===== src/rtl/riscv_ifetch.sv =====
// Instruction fetch: PC sequencer feeding a 2-entry {pc, inst} queue to decode.
// Redirects flush the queue and restart fetch at a word-aligned target.
module riscv_ifetch #(
  parameter int unsigned XLEN          = 32,
  parameter int unsigned IMEM_ADDR_BIT = 12,
  parameter logic [XLEN-1:0] RESET_PC  = 32'h0000_0000
) (
  input  logic                     i_clk,
  input  logic                     i_rst,
  output logic [IMEM_ADDR_BIT-3:0] o_imem_addr,
  input  logic [XLEN-1:0]          i_imem_data,
  input  logic                     i_redirect,
  input  logic [XLEN-1:0]          i_redirect_pc,
  output logic                     o_valid,
  input  logic                     i_ready,
  output logic [XLEN-1:0]          o_inst,
  output logic [XLEN-1:0]          o_pc
);

  logic [XLEN-1:0] fetch_pc_q, fetch_pc_d;
  logic [1:0]      count_q, count_d;
  logic            rd_ptr_q, rd_ptr_d;
  logic            wr_ptr_q, wr_ptr_d;
  logic [XLEN-1:0] q_pc_q   [2];
  logic [XLEN-1:0] q_pc_d   [2];
  logic [XLEN-1:0] q_inst_q [2];
  logic [XLEN-1:0] q_inst_d [2];
  logic            push, pop;

  assign o_imem_addr = fetch_pc_q[IMEM_ADDR_BIT-1:2];
  assign o_valid     = (count_q != 2'd0);
  assign o_pc        = o_valid ? q_pc_q[rd_ptr_q]   : '0;
  assign o_inst      = o_valid ? q_inst_q[rd_ptr_q] : '0;

  always_comb begin
    pop        = o_valid && i_ready && !i_redirect;
    push       = !i_redirect && ((count_q != 2'd2) || pop);
    fetch_pc_d = fetch_pc_q;
    count_d    = count_q;
    rd_ptr_d   = rd_ptr_q;
    wr_ptr_d   = wr_ptr_q;
    q_pc_d     = q_pc_q;
    q_inst_d   = q_inst_q;
    if (i_redirect) begin
      // Flush wins over any push/pop this cycle; low bits dropped silently.
      fetch_pc_d = i_redirect_pc & ~XLEN'(3);
      count_d    = 2'd0;
      rd_ptr_d   = 1'b0;
      wr_ptr_d   = 1'b0;
    end else begin
      if (push) begin
        q_pc_d[wr_ptr_q]   = fetch_pc_q;
        q_inst_d[wr_ptr_q] = i_imem_data;
        wr_ptr_d           = ~wr_ptr_q;
        fetch_pc_d         = fetch_pc_q + XLEN'(4);
      end
      if (pop) begin
        rd_ptr_d = ~rd_ptr_q;
      end
      count_d = count_q + {1'b0, push} - {1'b0, pop};
    end
  end

  always_ff @(posedge i_clk or posedge i_rst) begin
    if (i_rst) begin
      fetch_pc_q  <= RESET_PC;
      count_q     <= 2'd0;
      rd_ptr_q    <= 1'b0;
      wr_ptr_q    <= 1'b0;
      q_pc_q[0]   <= '0;
      q_pc_q[1]   <= '0;
      q_inst_q[0] <= '0;
      q_inst_q[1] <= '0;
    end else begin
      fetch_pc_q  <= fetch_pc_d;
      count_q     <= count_d;
      rd_ptr_q    <= rd_ptr_d;
      wr_ptr_q    <= wr_ptr_d;
      q_pc_q[0]   <= q_pc_d[0];
      q_pc_q[1]   <= q_pc_d[1];
      q_inst_q[0] <= q_inst_d[0];
      q_inst_q[1] <= q_inst_d[1];
    end
  end

endmodule


===== config.mk =====
export PLATFORM = sky130hd
export DESIGN_NAME = riscv_ifetch
export DESIGN_NICKNAME = d
export VERILOG_FILES = /design/src/rtl/riscv_ifetch.sv
export SDC_FILE = /design/constraint.sdc
export NUM_CORES = 1
export LEC_CHECK = 0
export BUFFER_PORTS_ARGS = -buffer_cell sky130_fd_sc_hd__clkbuf_2
export CAP_MARGIN = 15
export CORE_ASPECT_RATIO = 0.9
export CORE_UTILIZATION = 50
export CTS_BUF_LIST = sky130_fd_sc_hd__clkbuf_4 sky130_fd_sc_hd__clkbuf_8 sky130_fd_sc_hd__clkbuf_16
export CTS_CLUSTER_SIZE = 8
export DETAILED_ROUTE_END_ITERATION = 8
export GPL_TIMING_DRIVEN = 0
export PLACE_DENSITY = 0.73
export SLEW_MARGIN = 20
export SYNTH_ARGS = -nofsm -noshare
export SYNTH_HDL_FRONTEND = slang
export SYNTH_SLANG_ARGS = --single-unit

===== constraint.sdc =====
create_clock -name i_clk -period 5.4 [get_ports i_clk]
set_input_delay 0 -clock i_clk [delete_from_list [all_inputs] [get_ports i_clk]]
set_output_delay 0 -clock i_clk [all_outputs]
set_load 0.01 [all_outputs]

* Word level (Yosys, flattened, before mapping)
Cells that the tools add are included.
Widths: inputs -> output; s select.
** Word-level totals
- Output and inout bits :: 75
- Flip-flop bits (word level) :: 164
- Logic and storage cells :: 49
** Cells by class
- Equality and inequality tests :: 1
- Multiplexer cells :: 19
- Reduce and logical (&&, ||, !) cells :: 10
- Magnitude comparators :: 3
- Bitwise gates (word level) :: 5
- Add/subtract/negate cells :: 3
** Operators with widths (number)
- $mux 32 :: 11
- $bwmux 64 :: 2
- $add 32x3->32 const B :: 1
- $demux 32 s1 :: 1
- $reduce_bool 2->1 :: 3
- $ge 2x2->1 const B :: 2
- $logic_and 1x1->1 :: 4
- $mux 1 :: 4
- $not 1->2 :: 2
- $not 1->1 :: 3
- $add 2x1->2 :: 1
- $lt 2x1->1 const B :: 1
- $mux 2 :: 1
- $ne 2x2->1 const B :: 1
- $reduce_and 2->1 :: 1
- $sub 2x1->2 :: 1
- $logic_not 1->1 :: 1
- $logic_or 1x1->1 :: 1

* Logic depth before layout (Yosys ltp)
Gate-level depths: netlist of run 1.
- Word-level depth :: 8
- Mapped depth :: 9
- Depth with buffers taken out :: 9

* Worst setup path before layout of run 1
Ideal clock, no wire load.
- Path kind :: register to register
- From :: register count_q[1]
- To :: register count_q[0]
- Stages on the path, launching flop included :: 9
- Clock period less this slack :: 1834 ps
- Library setup time :: 131 ps
- Arrival time :: 1703 ps
- Path buffers :: 0
- Setup slack :: 3566 ps
- Required time :: 5269 ps
- Cells stage by stage :: dfrtp_1 > nor2_1 > inv_1 > nand2_1 > nor2_1 > ha_1 > inv_1 > ha_1 > nor2b_1
** On the way
- Longest elaborated chain between the ends :: 8
** Ends and longest elaborated chain
- start: declaration :: line 21 : logic [1:0] count_q, count_d;
- start signal: assignment :: line 76 : count_q <= count_d;
- $reduce_bool 2->1 * :: line 31 : assign o_valid = (count_q != 2'd0);
- net o_valid :: line 14 : output logic o_valid,
- $logic_and 1x1->1 * (2 in a row) :: line 36 : pop = o_valid && i_ready && !i_redirect;
- $logic_or 1x1->1 :: line 37 : push = !i_redirect && ((count_q != 2'd2) || pop);
- $logic_and 1x1->1 :: line 37
- $add 2x1->2 :: line 60 : count_d = count_q + {1'b0, push} - {1'b0, pop};
- $sub 2x1->2 * :: line 60
- $mux 2 * :: line 44 : if (i_redirect) begin
- net count_d[0] :: line 21
The timed path passes the listed nets; every way through them passes the cells marked *.
A chain may end at the register's enable or synchronous reset.

* Worst setup path after layout of run 1
- From :: register rd_ptr_q
- To :: output o_pc[4]
** On the way
- Longest elaborated chain between the ends :: 5
** Ends and longest elaborated chain
- start: declaration :: line 22 : logic rd_ptr_q, rd_ptr_d;
- start signal: assignment :: line 77 : rd_ptr_q <= rd_ptr_d;
- $not 1->2 (implied by the code) :: line 32 : assign o_pc = o_valid ? q_pc_q[rd_ptr_q] : '0;
- $mux 32 (implied by the code) (3 in a row) :: line 32
- $mux 32 :: line 32
- end: declaration :: line 17 : output logic [XLEN-1:0] o_pc
No other way between the ends. The select of a mux whose other input is x is not followed.

==> results of run 1 <==
state kept, by name, summed over array words and instances, names as in the netlist:
name	cells
wr_ptr_q	1
q_inst_q	64
rd_ptr_q	1
count_q	2
fetch_pc_q	30
q_pc_q	60
final cells by class:
class                   count  area [µm²]
inverters                   5        26.3
clock inverters            10         115
well taps                 198         248
clock buffers              20         460
flip-flops and latches    158        3950
plain buffers              52         263
repair buffers            204        1370
fillers                  1122        4980
multi-input cells         436        3400
repair_timing:
action | CTS | global route
resized for setup | 0 | 0
hold endpoints to repair | 179 | 0
hold buffers | 65 | 0
setup endpoints to repair | 0 | 0
critical path: stages, from the launching register on:
cell and delay (ns):
dfrtp_1 0.31, clkbuf_1 0.48, buf_1 0.66, mux2i_1 0.16, nor2_1 0.20, clkbuf_2 0.17
cells in the final DEF (no fill, tap or decap), types with 3 or more instances in the layout:
cell | netlist | routed
nand3_1 | 10 | 10
xor2_1 | 9 | 9
dfrtp_1 | 158 | 158
o31ai_1 | 11 | 11
clkbuf_2 | 3 | 141
o2111ai_1 | 5 | 5
a31oi_1 | 14 | 14
buf_4 | 12 | 12
buf_1 | 6 | 6
and4_1 | 3 | 3
and3_1 | 4 | 4
dlygate4sd3_1 | 0 | 65
or4_1 | 16 | 16
ha_1 | 3 | 3
o211ai_1 | 3 | 3
clkinvlp_4 | 0 | 3
xnor2_1 | 5 | 5
nand4_1 | 8 | 8
mux2_1 | 11 | 11
mux2_2 | 113 | 113
clkinv_2 | 0 | 3
clkbuf_1 | 16 | 16
nand2_1 | 29 | 29
or3_1 | 6 | 6
nor2_1 | 83 | 83
clkbuf_16 | 0 | 17
nor2b_1 | 5 | 5
buf_2 | 15 | 15
mux2i_1 | 63 | 63
inv_1 | 5 | 4
o21ai_0 | 16 | 16
metal layers:
layer,vias up,GRT usage (%)
li1,2764,-
met1,2883,32.5
met2,170,41.5
met3,31,4.56
met4,0,10.5
met5,-,0
cell families (layout without fill, tap and decap cells):
family          Yosys count  in the layout  share of synthesized area (%)
compound gates           58             58                           5.10
xor+xnor                 14             14                           1.61
fa+ha+maj                 3              3                          0.492
buf+inv                  57            291                           3.69
flops                   158            158                           51.8
mux                     187            187                           26.5
other cells               1              2                         0.0491
simple gates            172            172                           10.7
per-stage QoR:
step	setup WS (ns)	area, µm²	utilization (%)	TNS, ns
final	2.99	9840	66.4	0
after global routing	2.75	9840	66.4	0
after CTS	2.94	9840	66.4	0
after detailed placement	3.01	8610	58.1	0
after global placement	-0.259	8580	57.9	-39.41
after floorplan	1.14	7640	-	0
worst max-delay path by stage:
stage	from	endpoint	slack (ns)	cells past startpoint
after global placement	i_rst	q_pc_q[45]	-0.26	2
final	rd_ptr_q	o_pc[4]	2.99	5
after global routing	rd_ptr_q	o_pc[4]	2.75	5
after detailed placement	count_q[0]	q_pc_q[34]	3.01	6
after floorplan	i_rst	count_q[0]	1.14	1
after CTS	rd_ptr_q	o_pc[4]	2.94	5
report_power, final:
part | total, mW | internal [mW] | leakage (nW) | switching (mW)
registers | 1.83 | 1.59 | 1.84 | 0.242
logic | 1.52 | 0.753 | 2.15 | 0.765
clock network | 1.17 | 0.703 | 0.278 | 0.466
==> impl_metrics.env, run 1 <==
export IMPL_relSlewSlack_pct=41.0
export IMPL_yosys_top_cells_count="158 x dfrtp_1, 113 x mux2_2, 83 x nor2_1"
export IMPL_port_buffers=138
export IMPL_wire_per_inst_um=17.1
export IMPL_syn_area_um2=7630
export IMPL_drc=0
export IMPL_top_level_ports=143
export IMPL_track_usage_pct=25.1
export IMPL_post_drt_via_cell_ratio=5.40
export IMPL_dieArea_um2=15800
export IMPL_cellLeakagePower_nw=4.27
export IMPL_htree_num_levels=4
export IMPL_hold_path_end="fetch_pc_q[30]"
export IMPL_cp_arrival_ns=2.41
export IMPL_rsz0062_at_grt="false"
export IMPL_synthFlopType="dfrtp_1"
export IMPL_cts_buffer_depth=2
export IMPL_drt_iter0_markers=356
export IMPL_critPathMaxFanout=10
export IMPL_postCtsSetupRepairBufs=0
export IMPL_ant_nets=0
export IMPL_min_period_over_period_pct=44.6
export IMPL_finalNetCount=945
export IMPL_clockRootBuffer="clkbuf_16"
export IMPL_synthToLayoutAreaGrowth_pct=28.9
export IMPL_finalWirelength_um=18500
export IMPL_drt_met1_wl_um=8180
export IMPL_ff2ff_path_depth=6
export IMPL_synth_edf_count=0
export IMPL_rr_endpoint="q_pc_q[42]"
export IMPL_ys_warn_count=0
export IMPL_place_congestion=0.826
export IMPL_min_delay_start="i_redirect"
export IMPL_rrSetupSlack_ns=3.04
export IMPL_grt_max_degree=86
export IMPL_synth_top_area_share_pct=51.8
export IMPL_synth_most_common_cell="dfrtp_1"
export IMPL_cts_tree="yes"
export IMPL_powerDensity_nw_per_um2=459
export IMPL_fmax_mhz=415
export IMPL_timing_final_max_slew_violations=0
export IMPL_vias=5848
export IMPL_top_layer="met4"
export IMPL_synth_area_leader_cell="dfrtp_1"
export IMPL_syn_instance_count=650
export IMPL_ys_seq_area_share_pct=51.8
export IMPL_wl_met2_um=9040
export IMPL_clock_latency_ns=0.43
export IMPL_synthArstFlopShare_pct=100
export IMPL_grt_pass1_vias=6063
export IMPL_setup_violations=0
export IMPL_n_antenna_cell=0
export IMPL_peakVddDrop_uv=311
export IMPL_antenna_found_initial=0
export IMPL_hold_path_class="input pin to flop"
export IMPL_core_area_um2=14800
export IMPL_crit_required_ns=5.40
export IMPL_fin_crit_ns=2.41
export IMPL_synth_distinct_cells=41
export IMPL_finalHoldViolCount=0
export IMPL_syn_avg_cell_area_um2=11.7
export IMPL_ys_ff_latch=158
export IMPL_tightestPinTransition_ns=0.882
export IMPL_synth_area_leaders="dfrtp_1 52%, mux2_2 17%, mux2i_1 8.3%"
export IMPL_holdWs_ns=0.0315
export IMPL_hold_depth=4
export IMPL_grt_pass1_wl_um=30600
export IMPL_start_util_pct=51.5
export IMPL_drive_above_1_share_pct=35.6
export IMPL_worstSetupStartpointType="flop"
export IMPL_reg2reg_from="count_q[0]"
export IMPL_hpwl_um=12600
export IMPL_dr_wl_met3_um=889
export IMPL_rows=42
export IMPL_status="finished clean"
export IMPL_final_cells=1083
export IMPL_die_w_um=132
export IMPL_cts_num_sinks=158
export IMPL_p_total_mw=4.52
export IMPL_maxCapViolCount=0
export IMPL_die_y_um=119
export IMPL_clk_pin_slew_worst_paths_ns=0.06
export IMPL_end_kind="primary output"
export IMPL_critPathKind="flop to primary output"
export IMPL_drt_pass1_iterations=5
export IMPL_dp_cells=988
export IMPL_finClkSkew_ns=0.00525
export IMPL_numCtsBuffers=17
export IMPL_grt_ovfl_total=0
Power figures use the tool's default switching activity.
==> run 2, diff against run 1 <==
- clock period: 5.4 -> 2.3 ns (I/O delays scaled with it)
==> run 2 against run 1 <==
  * Clock-buffer cell count grew 1
  * Sequential share of layout area decreased by 0.30 points
  * Power increased by 140%
  * Global-route usage grew 0.20 points
  * Cell count about the same
  * Critical path type is now flop to flop
==> impl_metrics.env, run 2 (synthesized netlist as in run 1, its figures left out) <==
export IMPL_min_period_over_period_pct=95.8
export IMPL_largest_register_ffs=64
export IMPL_port_buffers=138
export IMPL_start_util_pct=51.5
export IMPL_track_usage_pct=25.3
export IMPL_fmax_mhz=454
export IMPL_hold_depth=4
export IMPL_drive_above_1_share_pct=36.9
export IMPL_top_level_ports=143
export IMPL_wire_per_inst_um=17.4
export IMPL_place_congestion=0.834
export IMPL_grt_pass1_vias=6113
export IMPL_tightestPinTransition_ns=0.802
export IMPL_dieArea_um2=15800
export IMPL_worstSetupStartpointType="flop"
export IMPL_die_y_um=119
export IMPL_rrSetupSlack_ns=0.1
export IMPL_post_drt_via_cell_ratio=5.48
export IMPL_grt_ovfl_total=0
export IMPL_synthToLayoutAreaGrowth_pct=29.8
export IMPL_clock_latency_ns=0.42
export IMPL_cp_arrival_ns=2.50
export IMPL_crit_required_ns=2.60
export IMPL_largest_register="q_inst_q"
export IMPL_fin_crit_ns=2.20
export IMPL_hold_path_end="fetch_pc_q[29]"
export IMPL_grt_max_degree=37
export IMPL_drc=0
export IMPL_switchingPower_mw=3.43
export IMPL_setup_violations=0
export IMPL_rr_endpoint="q_inst_q[51]"
export IMPL_cts_tree="yes"
export IMPL_die_w_um=132
export IMPL_combPwrFrac_pct=33.3
export IMPL_rows=42
export IMPL_vias=5939
export IMPL_drt_iter0_markers=419
export IMPL_reg_largest_list="q_inst_q (64), q_pc_q (60), fetch_pc_q (30)"
export IMPL_hold_path_class="input pin to flop"
export IMPL_final_cell_mix="158 x dfrtp_1, 141 x clkbuf_2, 113 x mux2_2"
export IMPL_tns_ns=0
export IMPL_drt_pass1_iterations=7
export IMPL_finalHoldViolCount=0
export IMPL_finalNetCount=947
export IMPL_core_area_um2=14800
export IMPL_cts_buffer_depth=2
export IMPL_htree_num_levels=4
export IMPL_finalWirelength_um=18800
export IMPL_end_kind="flop"
export IMPL_final_core_util_pct=66.9
export IMPL_final_common_cell="dfrtp_1"
export IMPL_finClkSkew_ns=0.00740
export IMPL_n_antenna_cell=0
export IMPL_relSlewSlack_pct=46.4
export IMPL_maxCapViolCount=0
export IMPL_power_frac_clock_pct=26.1
export IMPL_p_seq_share_pct=40.6
export IMPL_ff2ff_path_depth=6
export IMPL_numCtsBuffers=17
export IMPL_status="finished clean"
export IMPL_swShare_pct=32.1
export IMPL_clockRootBuffer="clkbuf_16"
export IMPL_rsz0062_at_grt="true"
export IMPL_reg2reg_from="count_q[0]"
export IMPL_grt_pass1_wl_um=30900
export IMPL_cellLeakagePower_nw=4.33
export IMPL_powerDensity_nw_per_um2=1080
export IMPL_timing_final_max_slew_violations=0
export IMPL_cts_num_sinks=158
export IMPL_min_delay_start="i_redirect"
export IMPL_p_int_mw=7.26
export IMPL_peakVddDrop_uv=587
export IMPL_antenna_found_initial=0
export IMPL_ant_nets=0
export IMPL_critPathMaxFanout=10
export IMPL_clk_pin_slew_worst_paths_ns=0.06
export IMPL_hpwl_um=13100
export IMPL_critPathKind="flop to flop"
run 2: cell types whose count changed in the layout (fill, tap and decap cells not counted), sizes merged:
cell / previous run / this run
dlygate4sd3: 65 / 64
buf: 34 / 38
inv: 6 / 4
bufinv: 2 / 3
clkinvlp: 3 / 2
run 2: final cells by class:
type / count / area (µm²)
well taps: 198 / 248
fillers: 1141 / 4910
flip-flops and latches: 158 / 3950
multi-input cells: 436 / 3410
repair buffers: 207 / 1430
clock buffers: 21 / 462
inverters: 5 / 22.5
plain buffers: 51 / 267
clock inverters: 8 / 118
run 2: per-stage QoR:
step / total power [mW] / worst slack, ns / hold WS, ns / std cells / cell area (µm²)
2_1_floorplan: 6.62 / 0.299 / 0.120 / 651 / 7640
3_3_place_gp: 7.62 / -0.502 / 0.220 / 987 / 8580
3_5_place_dp: 7.84 / -0.104 / 0.0232 / 992 / 8680
4_1_cts: 10.7 / 0.0818 / 0.0267 / 1085 / 9920
5_1_grt: 11.3 / -0.0369 / 0.0663 / 1084 / 9910
6_report: 10.7 / 0.0962 / 0.0482 / 1084 / 9910
run 2: repair_timing:
item                                    CTS  global route
hold buffers                             64             0
hold endpoints to repair                141             0
setup buffers                             0             0
gates resized for setup                   9             0
endpoints found under the setup margin  182            64
cloned                                    0             0
run 2: worst max-delay path by stage:
stage / cells past startpoint / slack (ns) / end / startpoint
detailed placement: 6 / -0.10 / q_pc_q[10] / count_q[0]
global route: 6 / -0.04 / q_pc_q[10] / count_q[0]
CTS: 6 / 0.08 / q_pc_q[26] / count_q[0]
global placement: 2 / -0.50 / q_pc_q[46] / i_rst
finish: 6 / 0.1 / q_inst_q[51] / count_q[0]
floorplan: 1 / 0.30 / count_q[0] / i_rst
run 2: power groups by stage:
stage,logic [mW],clock network (mW),registers [mW]
2_1_floorplan,2.47,0,4.15
3_3_place_gp,3.37,0,4.25
3_5_place_dp,3.50,0,4.34
4_1_cts,3.60,2.82,4.30
5_1_grt,3.89,2.95,4.45
6_report,3.56,2.79,4.34
run 2: routing by layer:
layer	vias up	part of all wire [%]	global-route usage, %
li1	2757	-	-
met1	2956	44	33.0
met2	197	49	41.8
met3	29	4.9	5.07
met5	-	0	0
met4	0	2.0	9.34
run 2: critical path, stage by stage, from the launching register on:
cell and delay (ns):
dfrtp_1 0.42, nand2b_1 0.12, clkbuf_2 0.20, o21ai_1 0.16
nor2_2 0.44, buf_2 0.37, mux2_2 0.37
==> run 3, diff against run 2 <==
- clock period: 2.3 -> 2.81 ns (I/O delays scaled with it)
==> run 3 against run 2 <==
  * Via count about the same
  * Critical path type is now flop to primary output
  * Clock skew hardly changed
  * Worst hold slack worse by 0.0054 ns
  * Largest cell class unchanged
  * Critical path depth down 1
  * Global-route usage is the same
  * Register-to-register slack improved by 0.31 ns
==> impl_metrics.env, run 3 (synthesized netlist as in run 1, its figures left out) <==
export IMPL_critPathMaxFanout=10
export IMPL_synthToLayoutAreaGrowth_pct=29.7
export IMPL_timing_final_max_slew_violations=0
export IMPL_final_cells=1085
export IMPL_drive_above_1_share_pct=35.9
export IMPL_crit_end="o_pc[8]"
export IMPL_start_util_pct=51.5
export IMPL_post_drt_via_cell_ratio=5.47
export IMPL_finClkSkew_ns=0.00753
export IMPL_relSlewSlack_pct=42.2
export IMPL_track_usage_pct=25.3
export IMPL_hpwl_um=13100
export IMPL_hold_path_class="input pin to flop"
export IMPL_cp_arrival_ns=2.45
export IMPL_final_core_util_pct=66.8
export IMPL_n_antenna_cell=0
export IMPL_vias=5936
export IMPL_status="finished clean"
export IMPL_finalNetCount=948
export IMPL_crit_required_ns=2.81
export IMPL_worstSetupStartpointType="flop"
export IMPL_reg_largest_list="q_inst_q (64), q_pc_q (60), fetch_pc_q (30)"
export IMPL_die_w_um=132
export IMPL_critPathKind="flop to primary output"
export IMPL_dieArea_um2=15800
export IMPL_cts_buffer_depth=2
export IMPL_grt_pass1_vias=6080
export IMPL_tightestPinTransition_ns=0.865
export IMPL_end_kind="primary output"
export IMPL_numCtsBuffers=17
export IMPL_final_common_cell="dfrtp_1"
export IMPL_ant_nets=0
export IMPL_drt_iter0_markers=448
export IMPL_htree_num_levels=4
export IMPL_setup_violations=0
export IMPL_clock_latency_ns=0.42
export IMPL_rrSetupSlack_ns=0.41
export IMPL_fillers=1137
export IMPL_grt_pass1_wl_um=30900
export IMPL_place_congestion=0.834
export IMPL_top_level_ports=143
export IMPL_min_delay_start="i_redirect"
export IMPL_cts_num_sinks=158
export IMPL_antenna_found_initial=0
export IMPL_dp_cells=992
export IMPL_drt_pass1_iterations=5
export IMPL_grt_max_degree=37
export IMPL_rr_endpoint="q_pc_q[10]"
export IMPL_fin_crit_ns=2.45
export IMPL_cellLeakagePower_nw=4.31
export IMPL_cts_resized=0
export IMPL_ff2ff_path_depth=6
export IMPL_die_y_um=119
export IMPL_multi_input_area_um2=3400
export IMPL_tns_ns=0
export IMPL_reg2reg_from="count_q[0]"
export IMPL_p_total_mw=8.74
export IMPL_startpoint="rd_ptr_q"
export IMPL_maxCapViolCount=0
export IMPL_powerDensity_nw_per_um2=883
export IMPL_clk_pin_slew_worst_paths_ns=0.06
export IMPL_port_buffers=138
export IMPL_finalHoldViolCount=0
export IMPL_clockRootBuffer="clkbuf_16"
export IMPL_regArea_um2=3950
export IMPL_drc=0
export IMPL_cts_tree="yes"
export IMPL_finalWirelength_um=18800
export IMPL_fmax_mhz=408
export IMPL_rows=42
export IMPL_grt_ovfl_total=0
export IMPL_min_period_over_period_pct=87.2
export IMPL_peakVddDrop_uv=499
export IMPL_final_cell_mix="158 x dfrtp_1, 141 x clkbuf_2, 113 x mux2_2"
export IMPL_wire_per_inst_um=17.3
export IMPL_largest_register="q_inst_q"
export IMPL_rsz0062_at_grt="false"
export IMPL_largest_register_ffs=64
export IMPL_core_area_um2=14800
run 3: how the worst min path moves through the flow:
| stage | to | slack [ns] | cells after the start |
|---|---|---|---|
| final | fetch_pc_q[30] | 0.04 | 4 |
| after global routing | fetch_pc_q[29] | 0.07 | 4 |
| after CTS | fetch_pc_q[30] | 0.03 | 4 |
| after detailed placement | q_inst_q[39] | 0.02 | 2 |
| after global placement | fetch_pc_q[2] | 0.22 | 3 |
| after floorplan | fetch_pc_q[14] | 0.12 | 2 |
run 3: worst max-delay path, cell delays in order, from the launching register on:
cell      delay (ns)
dfrtp_1         0.32
clkbuf_1        0.50
buf_1           0.68
mux2i_1         0.31
nor2_1          0.07
clkbuf_2        0.15
run 3: cell type report:
class / instances / share of cell area (%)
repair buffers: 207 / 14.5
well taps: 198 / 2.50
plain buffers: 52 / 2.65
clock buffers: 21 / 4.66
clock inverters: 8 / 1.19
flip-flops and latches: 158 / 39.9
inverters: 5 / 0.227
multi-input cells: 436 / 34.4
run 3: metrics by stage:
stage | hold slack (ns) | setup WS [ns] | cell area [µm²]
final | 0.0427 | 0.361 | 9900
after global routing | 0.0663 | 0.174 | 9900
after CTS | 0.0267 | 0.320 | 9900
after detailed placement | 0.0232 | 0.406 | 8680
after global placement | 0.220 | 0.00833 | 8580
after floorplan | 0.120 | 0.809 | 7640
run 3: routing by layer:
metal  wire (µm)  up-vias  GRT usage (%)
met4         390        0           9.70
met3         940       35           5.11
met1        8130     2929           33.0
met5           0        -              0
li1            -     2762              -
met2        9320      210           41.6
run 3: power by group:
group / leakage (nW) / internal (mW) / total [mW] / switching, mW
sequential: 1.84 / 3.06 / 3.53 / 0.471
combinational: 2.17 / 1.46 / 2.92 / 1.47
clock: 0.289 / 1.43 / 2.29 / 0.859
total: 4.31 / 5.94 / 8.74 / 2.80
run 3: repair_timing:
action	in CTS	in global routing
hold buffers	64	0
buffers inserted	0	0
endpoints found under the hold margin	141	0
